===== src/rtl/sysid_wait_timer.sv =====
// Saturating wait-state counter; o_expired is high once MAX_COUNT
// consecutive enabled cycles have been counted since the last clear.
module sysid_wait_timer #(
    parameter int unsigned MAX_COUNT = 255
) (
    input  logic clock,
    input  logic reset_n,
    input  logic i_clear,
    input  logic i_enable,
    output logic o_expired
);

    localparam int unsigned      CNT_W   = $clog2(MAX_COUNT + 1);
    localparam logic [CNT_W-1:0] CNT_MAX = CNT_W'(MAX_COUNT);
    localparam logic [CNT_W-1:0] CNT_ONE = CNT_W'(1);

    logic [CNT_W-1:0] r_count;
    logic [CNT_W-1:0] w_next;

    // Next count: clear wins, then saturating increment.
    always_comb begin
        w_next = r_count;
        if (i_clear) begin
            w_next = '0;
        end else if (i_enable && (r_count != CNT_MAX)) begin
            w_next = r_count + CNT_ONE;
        end else begin
            w_next = r_count;
        end
    end

    // Count and expiry flag registered together so o_expired is glitch-free.
    always_ff @(posedge clock or negedge reset_n) begin
        if (!reset_n) begin
            r_count   <= '0;
            o_expired <= 1'b0;
        end else begin
            r_count   <= w_next;
            o_expired <= (w_next == CNT_MAX);
        end
    end

endmodule


===== config.mk =====
export PLATFORM = sky130hd
export DESIGN_NAME = sysid_wait_timer
export DESIGN_NICKNAME = d
export VERILOG_FILES = /design/src/rtl/sysid_wait_timer.sv
export SDC_FILE = /design/constraint.sdc
export NUM_CORES = 1
export LEC_CHECK = 0
export ABC_AREA = 1
export CAP_MARGIN = 5
export CORE_UTILIZATION = 45
export CTS_BUF_LIST = sky130_fd_sc_hd__clkbuf_4 sky130_fd_sc_hd__clkbuf_8
export DETAILED_ROUTE_END_ITERATION = 12
export SETUP_SLACK_MARGIN = 0.2
export SYNTH_ARGS = -nofsm -noshare
export SYNTH_HDL_FRONTEND = slang
export SYNTH_SLANG_ARGS = --single-unit
export TNS_END_PERCENT = 30

===== constraint.sdc =====
create_clock -name clock -period 1.6 [get_ports clock]
set_clock_uncertainty 0.05 [all_clocks]
set_input_delay 0.32 -clock clock [delete_from_list [all_inputs] [get_ports clock]]
set_output_delay 0.32 -clock clock [all_outputs]
set_load 0.005 [all_outputs]

=== Word-level counts from Yosys, hierarchy flattened ===
Cells that the tools add are included.

* Add/sub/neg operators: 1
* Equality and inequality tests: 2
* Mux-type cells: 2
* Reductions and logical operators: 1

{| class="wikitable"
|+ Operator list
! operator !! number
|-
| 8-bit 2-to-1 mux || 2
|-
| 8-bit by 1-bit adder with 8-bit output (second input constant) || 1
|-
| 8-bit == test (second input constant) || 1
|-
| 8-bit inequality test (second input constant) || 1
|-
| 1-bit logical AND || 1
|}

* Register bits: 9
* Bits of input ports: 4
* Output and inout bits: 1
* Logic and storage cells: 8

=== Depth between registers and ports, before layout ===
Gate-level depths: netlist of run 1.

* Word-level depth: 5
* Mapped depth: 11
* Mapped depth without buffers: 10

=== Least setup slack after synthesis of run 1 ===
OpenSTA, ideal clock, no wires.

* Kind: reg2reg
* Start point: register r_count[0]
* End point: register o_expired
* Setup time: 114 ps
* Data arrival time: 1,233 ps
* Data required time: 1,436 ps
* Slack: 203 ps
* Stages on the path, launching flop included: 10
* Period minus slack after synthesis: 1,397 ps
* Cell sequence: dfrtp_1 > ha_1 > nand2_2 > nor2_4 > nand2_4 > nand2_2 > o21ai_0 > nor2_2 > nand3_1 > nor2_1

* Word-level cells in the longest chain between the ends: 5

{| class="wikitable"
|+ Ends and longest elaborated chain
! item !! line !! text
|-
| start, declared || 17 || <nowiki>logic [CNT_W-1:0] r_count;</nowiki>
|-
| start signal, assigned || 38 || <nowiki>r_count <= w_next;</nowiki>
|-
| branches (longest 2 deep; another with 8-bit by 1-bit adder with 8-bit output) || n/a ||
|-
| 8-bit 2-to-1 mux * || 25 || <nowiki>end else if (i_enable && (r_count != CNT_MAX)) begin</nowiki>
|-
| 8-bit 2-to-1 mux * || 23 || <nowiki>if (i_clear) begin</nowiki>
|-
| named net w_next[4] || 18 || <nowiki>logic [CNT_W-1:0] w_next;</nowiki>
|-
| 8-bit == test * || 39 || <nowiki>o_expired <= (w_next == CNT_MAX);</nowiki>
|-
| end signal, assigned || 39 ||
|-
| end, declared || 10 || <nowiki>output logic o_expired</nowiki>
|}

Mark *: on every way through the listed nets, which the timed path passes.

=== Final worst setup path of run 1 ===
* Start point: register r_count[0]
* End point: register o_expired

* Word-level cells in the longest chain between the ends: 5

{| class="wikitable"
|+ Ends and longest elaborated chain
! item !! line
|-
| branches (longest 2 deep; another with 8-bit by 1-bit adder with 8-bit output) || n/a
|-
| 8-bit 2-to-1 mux * || 25
|-
| 8-bit 2-to-1 mux * || 23
|-
| 8-bit == test * || 39
|}

Mark *: on every way between the ends.

==> results of run 1 <==
## cell families after synthesis
family,Yosys count,share of synthesized area (%)
adder cells (fa/ha/maj),1,2.03
buffers and inverters,17,12.0
AO/OA/AOI/OAI,4,3.86
flip-flops,9,36.6
AND/OR/NAND/NOR,53,45.5
## layout make-up
| class | count | area (um2) | share of cell area [%] |
|---|---|---|---|
| inverter | 16 | 63.8 | 7.62 |
| multi-input combinational | 59 | 354 | 42.3 |
| tap | 14 | 17.5 | 2.09 |
| sequential | 9 | 225 | 26.9 |
| clock buffer | 4 | 30.0 | 3.59 |
| timing repair buffer | 17 | 146 | 17.5 |
## sequential cells by signal, indices dropped and copies added (netlist names)
signal,cells
o_expired,1
r_count,8
## layout by cell type (no fill, tap or decap), types with 3 or more instances in the layout
cell,instances
nand3_1,8
buf_4,12
clkbuf_4,4
nor2_1,9
dfrtp_1,9
nor2_2,3
nand2_1,17
nand2_2,4
nand2_4,5
nor2_4,3
inv_1,12
## power by group through the flow
stage / combinational [uW] / clock (uW) / sequential, uW
floorplan: 31.1 / 0 / 242
global placement: 65.0 / 0 / 240
finish: 73.8 / 180 / 236
CTS: 67.4 / 185 / 236
detailed placement: 65.2 / 0 / 240
global route: 84.4 / 198 / 237
## per-stage QoR
| stage | hold WS, ps | setup TNS (ps) |
|---|---|---|
| after floorplan | -25.6 | 0 |
| after global placement | 553 | -101 |
| after detailed placement | 550 | -134 |
| after CTS | 313 | 0 |
| after global routing | 324 | -12.2 |
| final | 303 | 0 |
## worst max path at each step
stage                     endpoint  cells past startpoint  slack [ps]                 start
6_report       o_expired$_DFF_PN0_                      9         130  r_count[0]$_DFF_PN0_
2_1_floorplan  o_expired$_DFF_PN0_                      9         200  r_count[0]$_DFF_PN0_
5_1_grt        o_expired$_DFF_PN0_                      9         -10  r_count[0]$_DFF_PN0_
4_1_cts        o_expired$_DFF_PN0_                      9         130  r_count[0]$_DFF_PN0_
3_5_place_dp   o_expired$_DFF_PN0_                     11        -130              i_enable
3_3_place_gp   o_expired$_DFF_PN0_                     11        -100              i_enable
## critical path, stage by stage, from the launching register on
cell     delay, ps
dfrtp_1        350
ha_2           200
nand2_2         70
nor2_4         160
nand2_4         90
nand2_2         70
nand2_2         60
nor3_2         170
nand2_1         80
nor2_1         110
## routing by layer
metal | vias up | part of all wire, %
met5 | - | 0
met4 | 0 | 1.3
met3 | 2 | 0.86
met2 | 4 | 45
met1 | 233 | 53
li1 | 298 | -
## cell usage after synthesis
master / n
o21ai_0: 1
nand2_1: 19
nor3_2: 1
clkinv_2: 2
nor2_2: 2
nand2_2: 3
inv_1: 13
ha_1: 1
nand2_4: 3
inv_2: 1
nor3_1: 1
a21oi_2: 1
nor4_1: 1
a21oi_1: 2
buf_6: 1
nand3_1: 9
dfrtp_1: 9
nand4_1: 1
nor2_1: 10
nor2_4: 3
## timing repair
item | CTS | global route
endpoints found under the setup margin | 5 | 8
buffers inserted | 1 | 2
gates resized for setup | 1 | 12
cloned | 1 | 0
endpoints found under the hold margin | 0 | 0
pin swaps | 4 | 11
==> impl_results.md, run 1 <==
- CTS tree: built
- Maximum clock rate: 679 MHz
- Layout cell share with drive strength beyond 1: 39.0%
- Status: finished clean
- Finished Layout Cells: 119
- Die area: 1520 um2
- Crit. End Element: flop
- Met3 Usage GRT: 5.20%
- CP startpoint kind: flop
- Worst r2r src: r_count[0]$_DFF_PN0_
- Tcrit/Tclk final: 92.0%
- IO Count: 5
- RSZ-0062 raised after global routing: true
- Clk sink count: 9
- Yosys cell types: 20
- Final ANT Viol Nets: 0
- Clock Path Buffers: 2
- Busiest grt layer: met2
- RePlAce Congestion: 0.736
- Internal Power: 381 uW
- Post-synthesis instance area: 616 um2
- Worst vdd ir: 0.462 mV
- Post-Synthesis Cells: 84
- Final WL: 1270 um
- Hold-fix buffers, CTS: 0
- DR DRC count: 0
- Area grow syn2layout: 36.0%
- Max Cap Viol: 0
- # rows: 12
- Clock latency on the worst-skew pair: 250 ps
- Initial DRC Count: 11
- Post-Place Cells: 111
- PnR worst setup slack: 128 ps
- Leading area contributor after synthesis: dfrtp_1
- Critical Path AT: 1600 ps
- Hold/Removal Path Class: in -> async
- Worst slew pin tran: 373 ps
- Hold Fails Final Rpt: 0
- CP Class: reg -> reg
- Yosys warns: 0
- GR Util met2: 29.6%
- Vias per inst: 4.51
- R2R depth: 9
- Yosys reg bits: 9
- Pin count of the biggest net entering global routing: 10
- Slew headroom: 75.0%
- First-pass GRT wire length: 2010 um
- Starting Density: 51.9%
- Grt met1 use: 29.4%
- Syn_nets: 89
- Leak: 0.000485 uW
- Sw Share: 22.3%
- Core area: 1190 um2
- Dpl ws: -134 ps
- CP required: 1730 ps
- Final setup vio count: 0
- Routed len/inst: 10.7 um
- R2R Setup Slk: 130 ps
- Clock Power Share: 36.7%
- Area of placed instances: 737 um2
- Synth top area share: 36.6%
- Vias in the first global route: 476
- Layout net count: 111
- PortBufs: 4
- HPWL after DPL: 965 um
- Seq pwr share: 48.2%
- Final Max Slew Viols: 0
- DR pass1 iterations: 4
- Top post-synthesis cells by area: dfrtp_1 (37%), nand2_1 (12%), inv_1 (7.9%)
- Average size of a mapped cell: 7.33 um2
- Final Total Pwr: 490 uW
- GRT Resource Usage Total: 21.3%
- # H-tree levels: 1
- Core Util, Final: 70.6%
- Crit path time final: 1470 ps
- Fillcell total: 104
- Final Cell Area: 837 um2
- Vias: 537
- Clk pin slew, worst setup/hold paths: 60 ps
- Initial antenna violation count: 0
- P per Cell Area: 585 nW/um2
- Antenna Cells: 0
- Reg2reg end: o_expired$_DFF_PN0_
- Sequential area share after synthesis: 36.6%
- Combinational share of power: 15.1%
- Die Ht: 39.0 um
- Total gr overflow: 0
- Die width: 39.0 um
- CTS Buf Count: 3
- Sw Pwr: 109 uW
- Worst Path Max Fanout: 5
- Root Buffer Master: clkbuf_4
Power figures use the tool's default switching activity.
==> inputs of run 2 (changes only) <==
- ABC_CLOCK_PERIOD_IN_PS: unset -> 1600
==> results of run 2 <==
The final DEF is identical to that of run 1; final timing and power are the same.
==> RTL change 1, RTL diff (settings of run 2) <==
`MAX_COUNT`: 255 -> 510.
--- a/src/rtl/sysid_wait_timer.sv
+++ b/src/rtl/sysid_wait_timer.sv
@@ -1,7 +1,7 @@
 // Saturating wait-state counter; o_expired is high once MAX_COUNT
 // consecutive enabled cycles have been counted since the last clear.
 module sysid_wait_timer #(
-    parameter int unsigned MAX_COUNT = 255
+    parameter int unsigned MAX_COUNT = 510
 ) (
     input  logic clock,
     input  logic reset_n,
Function: no difference found for any inputs over 10 cycles, from zero or initial values and one cycle with reset_n low; that may be too few to reach the edited logic, so the function may still have changed.
==> RTL change 1 against run 2 <==
- the flow now finishes with violations (negative setup slack)
- setup slack worse by 0.21 ns
- cell area grew 13%
- area after synthesis up 4.9%
- sequential cell count up 1
- clock power shrank 4%
- routed wire length rose by 32%
- sequential share of layout area is 0.38 points lower
- maximum frequency decreased by 12%
- total power increased by 4.6%
==> RTL change 1: results (changes against run 2) <==
status finished, violations left; failing checks negative setup slack; worst skew pair latency 0.26 ns; Post-Route Setup TNS -0.08160 ns (-0.08160 ns); sequential fraction of the synthesis area 38.76% (+2.2 points); number of fill cells in the layout 116 (+12%); count of endpoints failing setup in the final report 1 (+1); DRT Pass-1 Iters 6 (+2); Cells after DPL 118 (+6.3%); WL/cell 13.18 um (+23%); Port Buffers 4 (unchanged); Reg with most FFs r_count; largest cells by area after synthesis dfrtp_1 (39%), nand2_1 (13%), nand3_1 (12%); Worst EP arrival 1.82 ns (+0.22 ns); Inserted Diodes 0 (unchanged); layout cell share with drive strength beyond 1 44.64% (+5.6 points); Unique masters post-synth 17 (-15%); post-synthesis net count 95 (+6.7%); synth warn 0 (unchanged); Reg-to-Reg Start r_count[0]$_DFF_PN0_; pin count of the biggest net entering global routing 11 (+1); Post-synth top flop dfrtp_1; GPL Wtd Cong 0.7531 (+2.3%); via/cell ratio 5.094 (+13%); maximum resistive drop on vdd 430.9 uV (-6.8%); relative slew slack 67.38% (-7.6 points); Placed Area 775.7 um2 (+5.3%); vias in the first global route 546 (+15%); leakage power total 0.5002 nW (+3.1%); Slowest-stage cell, CP dfrtp_1; biggest regs r_count (9), o_expired (1); Syn Inst Count 89 (+6.0%); synth cell count leaders nand2_1 (22), nand3_1 (16), inv_1 (14), nor2_1 (11), dfrtp_1 (10); asr flop ratio synth 100.0% (unchanged); Final WS setup -0.08160 ns (-0.2092 ns); drt total wl 1674 um (+32%); Overall Global Routing Usage 22.65% (+1.4 points); post-DP HPWL 1037 um (+7.5%); max incr delay on CP 0.40 ns (+0.05 ns); crit start category register; first-pass GRT wire length 2332 um (+16%)
-- RTL change 1: changes by cell type in the layout (fill, tap and decap cells not counted), moves of 2 or more --
cell	delta
a21oi_1	-2
buf_4	+2
inv_1	+2
inv_2	-2
nand2_1	-3
nand2_2	+5
nand2_4	-2
nand3_1	+3
nand3_2	+5
nor2_1	-4
nor2_2	+3
-- RTL change 1: kinds of logic after synthesis --
family                   count (synthesis)  share of synthesized area, %
AO/OA/AOI/OAI                            2                         2.131
XOR/XNOR                                 1                         1.357
adder cells (fa/ha/maj)                  2                         3.875
buffers and inverters                   15                         9.884
flip-flops                              10                         38.76
AND/OR/NAND/NOR                         59                         43.99
-- RTL change 1: layout make-up --
class	count	area, um2	share of cell area (%)
timing repair buffer	19	158.9	16.84
inverter	14	52.55	5.570
clock buffer	3	22.52	2.387
sequential	10	250.2	26.53
multi-input combinational	66	440.4	46.68
tap	15	18.77	1.989
-- RTL change 1: what timing repair did --
item | 4_1_cts | 5_1_grt
setup buffers | 2 | 2
gates cloned | 2 | 0
endpoints found under the hold margin | 0 | 0
endpoints found under the setup margin | 9 | 11
pin swaps | 2 | 8
gates resized for setup | 5 | 24
-- RTL change 1: per-stage QoR --
step / worst slack [ns] / hold WS, ns
4_1_cts: 0.01958 / 0.3549
3_3_place_gp: -0.1829 / 0.6270
2_1_floorplan: 0.1382 / -0.02559
6_report: -0.08160 / 0.3384
3_5_place_dp: -0.1704 / 0.6343
5_1_grt: -0.1833 / 0.3717
-- RTL change 1: layer usage --
layer	vias to the layer above	GRT usage (%)	wire length (um)
li1	330	-	-
met1	297	27.74	762
met2	18	39.11	856
met3	2	5.114	53
met4	0	5.172	2
met5	-	0	0
-- RTL change 1: path summary, 6_finish.rpt --
kind | end | slack, ns | cells after the start
worst max register to register | o_expired$_DFF_PN0_ | -0.08 | 12
worst max-delay path | o_expired$_DFF_PN0_ | -0.08 | 12
max in group asynchronous | r_count[1]$_DFF_PN0_ | 0.83 | 1
min in group clock | r_count[7]$_DFF_PN0_ | 0.67 | 4
worst min register to register | r_count[7]$_DFF_PN0_ | 0.67 | 4
worst min-delay path | r_count[8]$_DFF_PN0_ | 0.34 | 1
-- RTL change 1: power breakdown --
part / total [mW] / internal, mW / switching, mW
Combinational: 0.0766 / 0.0368 / 0.0398
Sequential: 0.263 / 0.257 / 0.00566
Clock: 0.173 / 0.0867 / 0.0859
-- RTL change 1: worst register-to-register path, delay by kind of cell (launching register included) --
family / cells / cell delay [ns]
AND/OR/NAND/NOR: 10 / 0.93
flip-flops: 1 / 0.40
adder cells (fa/ha/maj): 1 / 0.17
buffers and inverters: 1 / 0.07
==> RTL change 2, RTL diff (settings of run 2) <==
Made on the original files. Put one more register stage on the output `o_expired`, with the module's reset. The value now appears one clock later. Comments in the files are not updated.
--- a/src/rtl/sysid_wait_timer.sv
+++ b/src/rtl/sysid_wait_timer.sv
@@ -13,6 +13,8 @@
     localparam int unsigned      CNT_W   = $clog2(MAX_COUNT + 1);
     localparam logic [CNT_W-1:0] CNT_MAX = CNT_W'(MAX_COUNT);
     localparam logic [CNT_W-1:0] CNT_ONE = CNT_W'(1);
+
+    logic o_expired_s0;
 
     logic [CNT_W-1:0] r_count;
     logic [CNT_W-1:0] w_next;
@@ -33,10 +35,18 @@
     always_ff @(posedge clock or negedge reset_n) begin
         if (!reset_n) begin
             r_count   <= '0;
-            o_expired <= 1'b0;
+            o_expired_s0 <= 1'b0;
         end else begin
             r_count   <= w_next;
-            o_expired <= (w_next == CNT_MAX);
+            o_expired_s0 <= (w_next == CNT_MAX);
+        end
+    end
+
+    always_ff @(posedge clock or negedge reset_n) begin
+        if (!reset_n) begin
+            o_expired <= '0;
+        end else begin
+            o_expired <= o_expired_s0;
         end
     end
 
Check against the original RTL: no difference found for any inputs over 10 cycles, from zero or initial values and one cycle with reset_n low; that may be too few to reach the edited logic, so the function may still have changed.
==> RTL change 2 against run 2 <==
- sequential cell count is 1 higher
- global-route usage fell by 1.5 points
- die area rose by 3.9%
- routed wire length increased by 5.1%
- setup slack got worse by 0.0049 ns
- first-iteration DRC count up 55%
- worst hold slack barely moved
- area after synthesis is 4.1% higher
- total power grew 1.5%
- clock power decreased by 14%
- cell area fell by 1.2%
- largest power group unchanged
- highest routed layer unchanged
==> RTL change 2: results (changes against run 2) <==
GPL Wtd Cong 0.8035 (+9.1%); first-pass GRT wire length 2007 um (-0.35%); synth cell count leaders nand2_1 (19), inv_1 (13), dfrtp_1 (10), nor2_1 (10), nand3_1 (9); M1 GR Usage 30.69% (+1.3 points); GR met2 Demand/Resource 26.64% (-2.9 points); Overall Global Routing Usage 19.81% (-1.5 points); via/cell ratio 4.991 (+11%); Sw Pwr 114.7 uW (+5.2%); status completed; CTS-repair resized insts 2 (+1); biggest regs r_count (8), o_expired (1), o_expired_s0 (1); Detail Route met3 WL 30 um (+170%); Non-Filler Instances 117 (-1.7%); post-synthesis compound-gate area fraction 3.711% (-0.15 points); vias in the first global route 485 (+1.9%); GR peak layer met1; Iter 0 DRT Violations 17 (+6); pin count of the biggest net entering global routing 11 (+1); largest cells by area after synthesis dfrtp_1 (39%), nand2_1 (11%), inv_1 (7.6%); layout cell share with drive strength beyond 1 34.31% (-4.7 points); pre-CTS WS -0.1199 ns (+0.01446 ns); sequential fraction of the synthesis area 39.06% (+2.5 points); WL met2 601 um (+4.5%); M1 WL 700 um (+4.8%); number of fill cells in the layout 127 (+22%); maximum resistive drop on vdd 529.1 uV (+14%)
-- RTL change 2: worst paths after layout --
kind	start	cells past startpoint	end	slack (ns)
setup reg to reg	r_count[1]$_DFF_PN0_	9	o_expired_s0$_DFF_PN0_	0.12
hold reg to reg	o_expired_s0$_DFF_PN0_	0	o_expired$_DFF_PN0_	0.30
hold / removal	o_expired_s0$_DFF_PN0_	0	o_expired$_DFF_PN0_	0.30
min in group asynchronous	reset_n	1	r_count[5]$_DFF_PN0_	0.32
max in group asynchronous	reset_n	1	r_count[2]$_DFF_PN0_	0.88
setup / recovery	r_count[1]$_DFF_PN0_	9	o_expired_s0$_DFF_PN0_	0.12
-- RTL change 2: cell families (layout without fill, tap and decap cells) --
family | count (synthesis) | after routing
AO/OA/AOI/OAI | 4 | 4
flip-flops | 10 | 10
adder cells (fa/ha/maj) | 1 | 1
AND/OR/NAND/NOR | 53 | 54
buffers and inverters | 17 | 33
-- RTL change 2: worst max-delay path: cells and delay by family, from the launching register on --
| family | cells | cell delay (ns) |
|---|---|---|
| adder cells (fa/ha/maj) | 1 | 0.17 |
| flip-flops | 1 | 0.39 |
| AND/OR/NAND/NOR | 8 | 0.80 |
-- RTL change 2: power groups by stage --
stage | registers [mW] | logic [mW] | clock network (mW)
3_3_place_gp | 0.266 | 0.0654 | 0
4_1_cts | 0.263 | 0.0682 | 0.163
3_5_place_dp | 0.266 | 0.0663 | 0
6_report | 0.264 | 0.0791 | 0.154
2_1_floorplan | 0.268 | 0.0311 | 0
5_1_grt | 0.264 | 0.0886 | 0.170
-- RTL change 2: area by class of cell --
class                           count  share of cell area, %
Inverter                           16                  7.564
Tap cell                           15                  2.269
Multi-Input combinational cell     59                  42.97
Clock buffer                        3                  2.723
Sequential cell                    10                  30.26
Timing Repair Buffer               14                  14.22
